File: src/rtl/l1pa_regfile_loader_if.sv
// Bus bundle between the L1PA regfile loader and its host/config side.
// The loader uses the slave modport; a host model or bench uses master.
//
// Handshake: a config beat transfers on a rising clock edge where
// cfg_valid and cfg_ready are both high. The host holds cfg_shift,
// cfg_delta, cfg_isGtr and cfg_last stable while cfg_valid is high and
// may drop cfg_valid at any time; cfg_ready never depends on cfg_valid.
interface l1pa_regfile_loader_if #(
   parameter int ADDR_WIDTH  = 5,
   parameter int PAGE_WIDTH  = 7,
   parameter int SHIFT_WIDTH = 3,
   parameter int DELTA_WIDTH = 3
);
   // session control
   logic                   start;
   logic [ADDR_WIDTH-1:0]  start_addr;
   // config beat stream
   logic                   cfg_valid;
   logic                   cfg_ready;
   logic [SHIFT_WIDTH-1:0] cfg_shift;
   logic [DELTA_WIDTH-1:0] cfg_delta;
   logic                   cfg_isGtr;
   logic                   cfg_last;
   // register file write / readback port
   logic                   regfile_we;
   logic [ADDR_WIDTH-1:0]  regfile_waddr;
   logic [PAGE_WIDTH-1:0]  regfile_wdata;
   logic [ADDR_WIDTH-1:0]  regfile_rd_addr;
   logic [PAGE_WIDTH-1:0]  regfile_rd_data;
   // status
   logic                   rd_lock;
   logic                   busy;
   logic                   done;
   logic                   err;
   logic [1:0]             err_code;
   logic [ADDR_WIDTH:0]    page_cnt;

   modport master (
      output start, start_addr,
      output cfg_valid, cfg_shift, cfg_delta, cfg_isGtr, cfg_last,
      output regfile_rd_data,
      input  cfg_ready,
      input  regfile_we, regfile_waddr, regfile_wdata, regfile_rd_addr,
      input  rd_lock, busy, done, err, err_code, page_cnt
   );

   modport slave (
      input  start, start_addr,
      input  cfg_valid, cfg_shift, cfg_delta, cfg_isGtr, cfg_last,
      input  regfile_rd_data,
      output cfg_ready,
      output regfile_we, regfile_waddr, regfile_wdata, regfile_rd_addr,
      output rd_lock, busy, done, err, err_code, page_cnt
   );
endinterface

File: src/rtl/l1pa_regfile_loader.sv
// L1PA control register file loader (REGFILE_SOL4 page layout).
// Takes L1PA shift-pattern beats from the config bus, range-checks them
// against the share-group size, packs each into a type-0 page
// {shift, delta, isGtr} and writes the pages to consecutive regfile
// addresses while rd_lock keeps the SCU reader off the file.
//
// Optional build macro L1PA_LOADER_VERIFY_EN: after the last write the
// loader reads every written page back and compares it with a shadow
// copy before signalling done. The regfile read port is expected to
// return write-first data when the read address equals the address being
// written in the same cycle (only matters for one-page sessions).
//
// dbg_state exposes the FSM encoding: 0 IDLE, 1 LOAD, 2 VERIFY, 3 ERR.
module l1pa_regfile_loader #(
   parameter int PAGE_NUM    = 32,
   parameter int PAGE_WIDTH  = 7,
   parameter int ADDR_WIDTH  = 5,
   parameter int SHIFT_WIDTH = 3,
   parameter int DELTA_WIDTH = 3,
   parameter int GROUP_SIZE  = 5
) (
   input  logic                 sys_clk,
   input  logic                 rst,
   l1pa_regfile_loader_if.slave bus,
   output logic [1:0]           dbg_state
);

   localparam logic [ADDR_WIDTH-1:0] LAST_ADDR = ADDR_WIDTH'(PAGE_NUM - 1);

`ifdef L1PA_LOADER_VERIFY_EN
   typedef enum logic [1:0] {
      S_IDLE   = 2'd0,
      S_LOAD   = 2'd1,
      S_VERIFY = 2'd2,
      S_ERR    = 2'd3
   } state_t;
`else
   typedef enum logic [1:0] {
      S_IDLE = 2'd0,
      S_LOAD = 2'd1,
      S_ERR  = 2'd3
   } state_t;
`endif

   state_t                 state;
   logic [ADDR_WIDTH-1:0]  ptr;
   logic                   cfg_ready_q;
   logic                   we_q;
   logic [ADDR_WIDTH-1:0]  waddr_q;
   logic [PAGE_WIDTH-1:0]  wdata_q;
   logic                   rd_lock_q;
   logic                   busy_q;
   logic                   done_q;
   logic                   err_q;
   logic [1:0]             err_code_q;
   logic [ADDR_WIDTH:0]    page_cnt_q;

   logic                   beat_fire;
   logic                   drc_bad;
   logic                   at_top;
   logic [PAGE_WIDTH-1:0]  beat_page;

   // cfg_ready is only ever high in LOAD, so a fire is always a LOAD beat
   assign beat_fire = bus.cfg_valid && cfg_ready_q;
   // a pattern or delta outside the share group cannot be programmed
   assign drc_bad   = (32'(bus.cfg_shift) >= 32'(GROUP_SIZE)) ||
                      (32'(bus.cfg_delta) >= 32'(GROUP_SIZE));
   // last page of the file; a non-final beat here has nowhere to go next
   assign at_top    = (ptr == LAST_ADDR);
   assign beat_page = {bus.cfg_shift, bus.cfg_delta, bus.cfg_isGtr};

`ifdef L1PA_LOADER_VERIFY_EN
   logic [PAGE_WIDTH-1:0]  shadow [PAGE_NUM];
   logic [ADDR_WIDTH-1:0]  base_addr;
   logic [ADDR_WIDTH-1:0]  rd_addr_q;
   logic [ADDR_WIDTH-1:0]  cmp_addr;
   logic                   cmp_valid;
   logic [ADDR_WIDTH:0]    iss_left;
   logic                   cmp_bad;

   // readback page in this cycle belongs to the address issued last cycle
   assign cmp_bad = (bus.regfile_rd_data != shadow[cmp_addr]);

   // shadow copy of every page written in this session, indexed by address
   always_ff @(posedge sys_clk) begin
      if (state == S_LOAD && beat_fire && !drc_bad) begin
         shadow[ptr] <= beat_page;
      end
   end
`endif

   // main control FSM; all bus outputs are registered here
   always_ff @(posedge sys_clk or posedge rst) begin
      if (rst) begin
         state       <= S_IDLE;
         ptr         <= '0;
         cfg_ready_q <= 1'b0;
         we_q        <= 1'b0;
         waddr_q     <= '0;
         wdata_q     <= '0;
         rd_lock_q   <= 1'b0;
         busy_q      <= 1'b0;
         done_q      <= 1'b0;
         err_q       <= 1'b0;
         err_code_q  <= 2'd0;
         page_cnt_q  <= '0;
`ifdef L1PA_LOADER_VERIFY_EN
         base_addr   <= '0;
         rd_addr_q   <= '0;
         cmp_addr    <= '0;
         cmp_valid   <= 1'b0;
         iss_left    <= '0;
`endif
      end else begin
         we_q   <= 1'b0;
         done_q <= 1'b0;
         case (state)
            S_IDLE, S_ERR: begin
               if (bus.start) begin
                  state       <= S_LOAD;
                  ptr         <= bus.start_addr;
                  page_cnt_q  <= '0;
                  err_q       <= 1'b0;
                  err_code_q  <= 2'd0;
                  busy_q      <= 1'b1;
                  rd_lock_q   <= 1'b1;
                  cfg_ready_q <= 1'b1;
`ifdef L1PA_LOADER_VERIFY_EN
                  base_addr   <= bus.start_addr;
`endif
               end else if (state == S_IDLE) begin
                  // release the reader one cycle after a successful done
                  busy_q    <= 1'b0;
                  rd_lock_q <= 1'b0;
               end
            end

            S_LOAD: begin
               if (beat_fire) begin
                  if (drc_bad) begin
                     // illegal beat: drop it, regfile contents stay locked
                     state       <= S_ERR;
                     err_q       <= 1'b1;
                     err_code_q  <= 2'd1;
                     cfg_ready_q <= 1'b0;
                     busy_q      <= 1'b0;
                  end else begin
                     we_q       <= 1'b1;
                     waddr_q    <= ptr;
                     wdata_q    <= beat_page;
                     page_cnt_q <= page_cnt_q + 1'b1;
                     if (bus.cfg_last) begin
                        cfg_ready_q <= 1'b0;
`ifdef L1PA_LOADER_VERIFY_EN
                        // first read address goes out with the last write
                        state     <= S_VERIFY;
                        rd_addr_q <= base_addr;
                        iss_left  <= page_cnt_q + 1'b1;
                        cmp_valid <= 1'b0;
`else
                        state  <= S_IDLE;
                        done_q <= 1'b1;
`endif
                     end else if (at_top) begin
                        // file full but more beats pending; never wrap
                        state       <= S_ERR;
                        err_q       <= 1'b1;
                        err_code_q  <= 2'd2;
                        cfg_ready_q <= 1'b0;
                        busy_q      <= 1'b0;
                     end else begin
                        ptr <= ptr + 1'b1;
                     end
                  end
               end
            end

`ifdef L1PA_LOADER_VERIFY_EN
            S_VERIFY: begin
               // issue side: one read address per cycle, hold the last one
               if (iss_left != '0) begin
                  cmp_valid <= 1'b1;
                  cmp_addr  <= rd_addr_q;
                  iss_left  <= iss_left - 1'b1;
                  if (iss_left != (ADDR_WIDTH+1)'(1)) begin
                     rd_addr_q <= rd_addr_q + 1'b1;
                  end
               end else begin
                  cmp_valid <= 1'b0;
               end
               // compare side: data returned for the previous address
               if (cmp_valid) begin
                  if (cmp_bad) begin
                     state      <= S_ERR;
                     err_q      <= 1'b1;
                     err_code_q <= 2'd3;
                     busy_q     <= 1'b0;
                     cmp_valid  <= 1'b0;
                  end else if (iss_left == '0) begin
                     state     <= S_IDLE;
                     done_q    <= 1'b1;
                     cmp_valid <= 1'b0;
                  end
               end
            end
`endif

            default: begin
               state <= S_IDLE;
            end
         endcase
      end
   end

   assign bus.cfg_ready     = cfg_ready_q;
   assign bus.regfile_we    = we_q;
   assign bus.regfile_waddr = waddr_q;
   assign bus.regfile_wdata = wdata_q;
   assign bus.rd_lock       = rd_lock_q;
   assign bus.busy          = busy_q;
   assign bus.done          = done_q;
   assign bus.err           = err_q;
   assign bus.err_code      = err_code_q;
   assign bus.page_cnt      = page_cnt_q;
   assign dbg_state         = state;

`ifdef L1PA_LOADER_VERIFY_EN
   assign bus.regfile_rd_addr = rd_addr_q;
`else
   // no readback path in this build
   logic unused_rd_data;
   assign bus.regfile_rd_addr = '0;
   assign unused_rd_data      = ^bus.regfile_rd_data;
`endif

endmodule

File: src/flat_wrapper.sv
// flat-port wrapper written by rule: the top's interface ports become plain ports
module l1pa_regfile_loader_flat 
#(
   parameter int PAGE_NUM    = 32,
   parameter int PAGE_WIDTH  = 7,
   parameter int ADDR_WIDTH  = 5,
   parameter int SHIFT_WIDTH = 3,
   parameter int DELTA_WIDTH = 3,
   parameter int GROUP_SIZE  = 5
)
  (sys_clk, rst, dbg_state, bus_start, bus_start_addr, bus_cfg_valid, bus_cfg_shift, bus_cfg_delta, bus_cfg_isGtr, bus_cfg_last, bus_regfile_rd_data, bus_cfg_ready, bus_regfile_we, bus_regfile_waddr, bus_regfile_wdata, bus_regfile_rd_addr, bus_rd_lock, bus_busy, bus_done, bus_err, bus_err_code, bus_page_cnt);
  l1pa_regfile_loader_if #(.ADDR_WIDTH(ADDR_WIDTH), .PAGE_WIDTH(PAGE_WIDTH), .SHIFT_WIDTH(SHIFT_WIDTH), .DELTA_WIDTH(DELTA_WIDTH)) bus_i ();
  input  logic sys_clk;
  input  logic rst;
  output logic [1:0] dbg_state;
  input wire logic [$bits(bus_i.start)-1:0] bus_start;
  input wire logic [$bits(bus_i.start_addr)-1:0] bus_start_addr;
  input wire logic [$bits(bus_i.cfg_valid)-1:0] bus_cfg_valid;
  input wire logic [$bits(bus_i.cfg_shift)-1:0] bus_cfg_shift;
  input wire logic [$bits(bus_i.cfg_delta)-1:0] bus_cfg_delta;
  input wire logic [$bits(bus_i.cfg_isGtr)-1:0] bus_cfg_isGtr;
  input wire logic [$bits(bus_i.cfg_last)-1:0] bus_cfg_last;
  input wire logic [$bits(bus_i.regfile_rd_data)-1:0] bus_regfile_rd_data;
  output wire logic [$bits(bus_i.cfg_ready)-1:0] bus_cfg_ready;
  output wire logic [$bits(bus_i.regfile_we)-1:0] bus_regfile_we;
  output wire logic [$bits(bus_i.regfile_waddr)-1:0] bus_regfile_waddr;
  output wire logic [$bits(bus_i.regfile_wdata)-1:0] bus_regfile_wdata;
  output wire logic [$bits(bus_i.regfile_rd_addr)-1:0] bus_regfile_rd_addr;
  output wire logic [$bits(bus_i.rd_lock)-1:0] bus_rd_lock;
  output wire logic [$bits(bus_i.busy)-1:0] bus_busy;
  output wire logic [$bits(bus_i.done)-1:0] bus_done;
  output wire logic [$bits(bus_i.err)-1:0] bus_err;
  output wire logic [$bits(bus_i.err_code)-1:0] bus_err_code;
  output wire logic [$bits(bus_i.page_cnt)-1:0] bus_page_cnt;
  assign bus_i.start = bus_start;
  assign bus_i.start_addr = bus_start_addr;
  assign bus_i.cfg_valid = bus_cfg_valid;
  assign bus_i.cfg_shift = bus_cfg_shift;
  assign bus_i.cfg_delta = bus_cfg_delta;
  assign bus_i.cfg_isGtr = bus_cfg_isGtr;
  assign bus_i.cfg_last = bus_cfg_last;
  assign bus_i.regfile_rd_data = bus_regfile_rd_data;
  assign bus_cfg_ready = bus_i.cfg_ready;
  assign bus_regfile_we = bus_i.regfile_we;
  assign bus_regfile_waddr = bus_i.regfile_waddr;
  assign bus_regfile_wdata = bus_i.regfile_wdata;
  assign bus_regfile_rd_addr = bus_i.regfile_rd_addr;
  assign bus_rd_lock = bus_i.rd_lock;
  assign bus_busy = bus_i.busy;
  assign bus_done = bus_i.done;
  assign bus_err = bus_i.err;
  assign bus_err_code = bus_i.err_code;
  assign bus_page_cnt = bus_i.page_cnt;
  l1pa_regfile_loader #(.PAGE_NUM(PAGE_NUM), .PAGE_WIDTH(PAGE_WIDTH), .ADDR_WIDTH(ADDR_WIDTH), .SHIFT_WIDTH(SHIFT_WIDTH), .DELTA_WIDTH(DELTA_WIDTH), .GROUP_SIZE(GROUP_SIZE)) u_core (.sys_clk(sys_clk), .rst(rst), .bus(bus_i), .dbg_state(dbg_state));
endmodule
File: config.mk
export PLATFORM = sky130hd
export DESIGN_NAME = l1pa_regfile_loader_flat
export DESIGN_NICKNAME = d
export VERILOG_FILES = /design/src/rtl/l1pa_regfile_loader_if.sv /design/src/rtl/l1pa_regfile_loader.sv /design/src/flat_wrapper.sv
export SDC_FILE = /design/constraint.sdc
export NUM_CORES = 1
export LEC_CHECK = 0
export ABC_AREA = 1
export BUFFER_PORTS_ARGS = -buffer_cell sky130_fd_sc_hd__buf_2
export CELL_PAD_IN_SITES_DETAIL_PLACEMENT = 0
export CELL_PAD_IN_SITES_GLOBAL_PLACEMENT = 1
export CORE_ASPECT_RATIO = 0.9
export CORE_UTILIZATION = 39
export DETAILED_ROUTE_END_ITERATION = 10
export MAX_ROUTING_LAYER = met4
export PLACE_DENSITY_LB_ADDON = 0.1
export SETUP_SLACK_MARGIN = 0.15
export SLEW_MARGIN = 40
export SYNTH_ARGS = -nofsm -noshare
export SYNTH_HDL_FRONTEND = slang
export SYNTH_SLANG_ARGS = --single-unit
File: constraint.sdc
create_clock -name sys_clk -period 5.74 [get_ports sys_clk]
set_clock_uncertainty 0.15 [all_clocks]
set_input_delay 0 -clock sys_clk [delete_from_list [all_inputs] [get_ports sys_clk]]
set_output_delay 0 -clock sys_clk [all_outputs]
set_load 0.01 [all_outputs]
==> out/qor.txt <==
===============================================================================================
Number of antenna violations at the first check in global routing                             0
Category of cells accounting for the largest share of critical-path delay          simple AND/OR/NAND/NOR gates
Worst setup path category                                                            reg -> reg
Inserted Diodes                                                                               0
Final routed wire length divided by cell count                                     11.0 microns
Floorplan die width                                                                72.7 microns
Number of buffers inserted by post-CTS setup repair                                           0
DRC violations left                                                                           0
Count of final hold-check violations                                                          0
Critical Path Max Stage Delay                                                           0.42 ns
Clock Root Buffer                                                                  sky130_fd_sc_hd__clkbuf_8
Number of nets with antenna violations after detailed routing                                 0
Synthesized netlist cell count                                                              220
Layout fillers                                                                              426
Final-report max-slew violation count                                                         0
Fraction of final layout cells with drive strength greater than 1                         23.5%
Top-area cell type share of the netlist area                                              47.1%
Die Y                                                                              65.6 microns
Number of cells upsized or downsized after cts                                                0
Commonest cells in the netlist                                                     95 x sky130_fd_sc_hd__nand2_1, 33 x sky130_fd_sc_hd__dfrtp_1, 16 x sky130_fd_sc_hd__nand3_1
Met3 Use GR                                                                               4.45%
Sequential area share after synthesis                                                     47.1%
Pin count of the biggest net entering global routing                                         34
# Max-Cap Violations                                                                          0
Clock Tree Buf Depth                                                                          2
Crit. End Element                                                                     flip-flop
Met1 routing resource usage after global routing                                          23.8%
Highest-utilization routing layer at the global route stage                                met2
Number of buffers and inverters on the critical path                                          2
Number of optimization iterations in the first detailed-route pass                            4
Sum of internal, switching and leakage power                                            1.12 mW
DPL Wire Length                                                                    2600 microns
Mean cell area of the mapped netlist                                                 7.97 sq um
Setup repair after global routing missed its margin                                          no
Maximum resistive drop on vdd                                                        0.000256 V
Most frequently used flop master after synthesis                                   sky130_fd_sc_hd__dfrtp_1
Final period util                                                                         36.9%
Most common cell on crit path                                                      sky130_fd_sc_hd__nand2_1
Initial core utilization                                                                  41.9%
Die ar.                                                                              4770 sq um
Setup-failing EPs final                                                                       0
Number of synthesis warnings                                                                  0
Final standard cell area without fillers                                             2290 sq um
Final-layout setup total negative slack                                                    0 ns
Via count                                                                                  1527
Aggregate routed wire length                                                       3810 microns
Crit-path max FO                                                                             17
Later-pin clock latency in the skew report                                              0.28 ns
Grt total ovfl                                                                                0
Status                                                                             finished clean
CTS tree                                                                                   done
Cell type of the slowest stage on the worst timing path                            sky130_fd_sc_hd__ha_1
Per-cell via count in the routed design                                                    4.43
Standard-cell row count                                                                      22
Clock sink total                                                                             33
Number of nets in the layout                                                                314
Total cell area at the placement stage                                               2010 sq um
Post-synth EDFFs                                                                              0
Fmax achieved                                                                           472 MHz
Gpl congestion                                                                            0.780
Total clock buffers created by CTS                                                            5
Most frequent cell after synthesis                                                 sky130_fd_sc_hd__nand2_1
GRT Util Overall                                                                          18.4%
Post-synthesis to final-layout area growth                                                30.7%
Met2 track utilization from global routing                                                28.0%
Post-synth ARST share                                                                      100%
Cell types occupying the most area after synthesis                                 sky130_fd_sc_hd__dfrtp_1 47%, sky130_fd_sc_hd__nand2_1 20%, sky130_fd_sc_hd__nand3_1 4.6%
Cell taking the most area after synthesis                                          sky130_fd_sc_hd__dfrtp_1
Core Footprint                                                                       4180 sq um
Global-route wire length before repair                                             6480 microns
Clock input transition at the sequential cells of the worst setup and hold paths        0.07 ns
Power density relative to cell area                                                 488 nW/um^2
Flop and latch count out of synthesis                                                        33
Critical Path RT                                                                        5.76 ns
I/O pin total                                                                                57
Post-synth design cell area                                                          1750 sq um
Class of the tightest hold or removal check                                         in -> async
Arrival time of the worst setup path                                                    2.14 ns
Number of distinct library cells after synthesis                                             24
Lkg Pwr                                                                                 1.30 nW
CTS Hold Buffers Added                                                                       17
Ordered list of cells on the worst path                                            inv_1 > ha_1 > inv_4 > nor2_4 > nand4_2 > nand2_2 > nand2_1 > nand2_1 > nand2_1
Vias in the first global route                                                             1463
Initial DRC count                                                                            57
Tmin final                                                                              2.12 ns
Startpoint type of the worst setup path                                               flip-flop
Number of levels in the clock H-tree                                                          2
Input/output buffers                                                                         44
===============================================================================================
-- cells in the final DEF (no fill, tap or decap), types with 2 or more instances in the layout --
cell / count
sky130_fd_sc_hd__nand2_2: 4
sky130_fd_sc_hd__nor2_1: 11
sky130_fd_sc_hd__xnor2_1: 3
sky130_fd_sc_hd__dfrtp_1: 33
sky130_fd_sc_hd__buf_2: 44
sky130_fd_sc_hd__o21ai_2: 2
sky130_fd_sc_hd__nand4_1: 4
sky130_fd_sc_hd__xor2_1: 2
sky130_fd_sc_hd__ha_1: 6
sky130_fd_sc_hd__a21oi_1: 2
sky130_fd_sc_hd__o21ai_0: 8
sky130_fd_sc_hd__clkbuf_8: 6
sky130_fd_sc_hd__nor2_4: 4
sky130_fd_sc_hd__nand2_1: 95
sky130_fd_sc_hd__dlygate4sd3_1: 17
sky130_fd_sc_hd__inv_1: 14
sky130_fd_sc_hd__nand3_1: 16
sky130_fd_sc_hd__conb_1: 5
-- metal layers --
metal  part of all wire (%)  vias up
li1                       -      809
met1                     52      676
met2                     43       37
met3                    4.4        5
met4                    1.1        0
met5                      0        -
-- cell families after synthesis --
logic type / Yosys count / share of synthesized area (%)
AND/OR/NAND/NOR: 137 / 34.5
flip-flops: 33 / 47.1
buffers and inverters: 26 / 7.63
AO/OA/AOI/OAI: 12 / 3.85
adder cells (fa/ha/maj): 6 / 4.28
XOR/XNOR: 5 / 2.50
other: 1 / 0.214
-- worst paths after layout --
check	start	end	slack (ns)	cells after the start
max	u_core.dbg_state[1]	u_core.ptr[0]	3.62	9
min	rst	u_core.bus.page_cnt[5]	0.21	4
max reg2reg	u_core.dbg_state[1]	u_core.ptr[0]	3.62	9
min reg2reg	u_core.bus.regfile_waddr[0]	u_core.bus.regfile_waddr[0]	0.32	2
max in group asynchronous	rst	u_core.bus.busy	4.93	4
min in group sys_clk	bus_cfg_isGtr	u_core.bus.regfile_wdata[0]	0.32	4
-- final cells by class --
| class | count | area, sq um | area share [%] |
|---|---|---|---|
| timing repair buffer | 62 | 398 | 17.4 |
| tap | 60 | 75.1 | 3.28 |
| multi-input combinational | 165 | 810 | 35.3 |
| clock inverter | 1 | 30.0 | 1.31 |
| clock buffer | 7 | 86.3 | 3.77 |
| inverter | 17 | 67.6 | 2.95 |
| sequential | 33 | 826 | 36.0 |
-- tightest hold or removal path, delay by kind of cell --
kind	cells	cell delay, ns
buf+inv	4	1.07
-- flip-flops by register name, summed over array words and instances, names as in the netlist --
name                      cells
u_core.bus.page_cnt           6
u_core.bus.busy               1
u_core.bus.cfg_ready          1
u_core.bus.regfile_we         1
u_core.bus.regfile_waddr      5
u_core.bus.regfile_wdata      7
u_core.ptr                    5
u_core.dbg_state              2
u_core.bus.err                1
u_core.bus.rd_lock            1
u_core.bus.done               1
u_core.bus.err_code           2
-- through the flow --
step                utilization, %  hold slack [ns]  std cells  setup slack, ns
floorplan                        -          -0.0404        224             3.94
global placement              47.9          -0.0318        320             3.62
detailed placement            47.9          -0.0298        320             3.61
CTS                           54.8            0.216        345             3.61
global route                  54.8            0.245        345             3.42
finish                        54.8            0.210        345             3.62
-- power by group --
| part | switching, mW | internal (mW) |
|---|---|---|
| sequential | 0.0612 | 0.323 |
| clock | 0.0804 | 0.141 |
| combinational | 0.325 | 0.188 |
| total | 0.467 | 0.652 |
(Power assumes the default switching activity.)
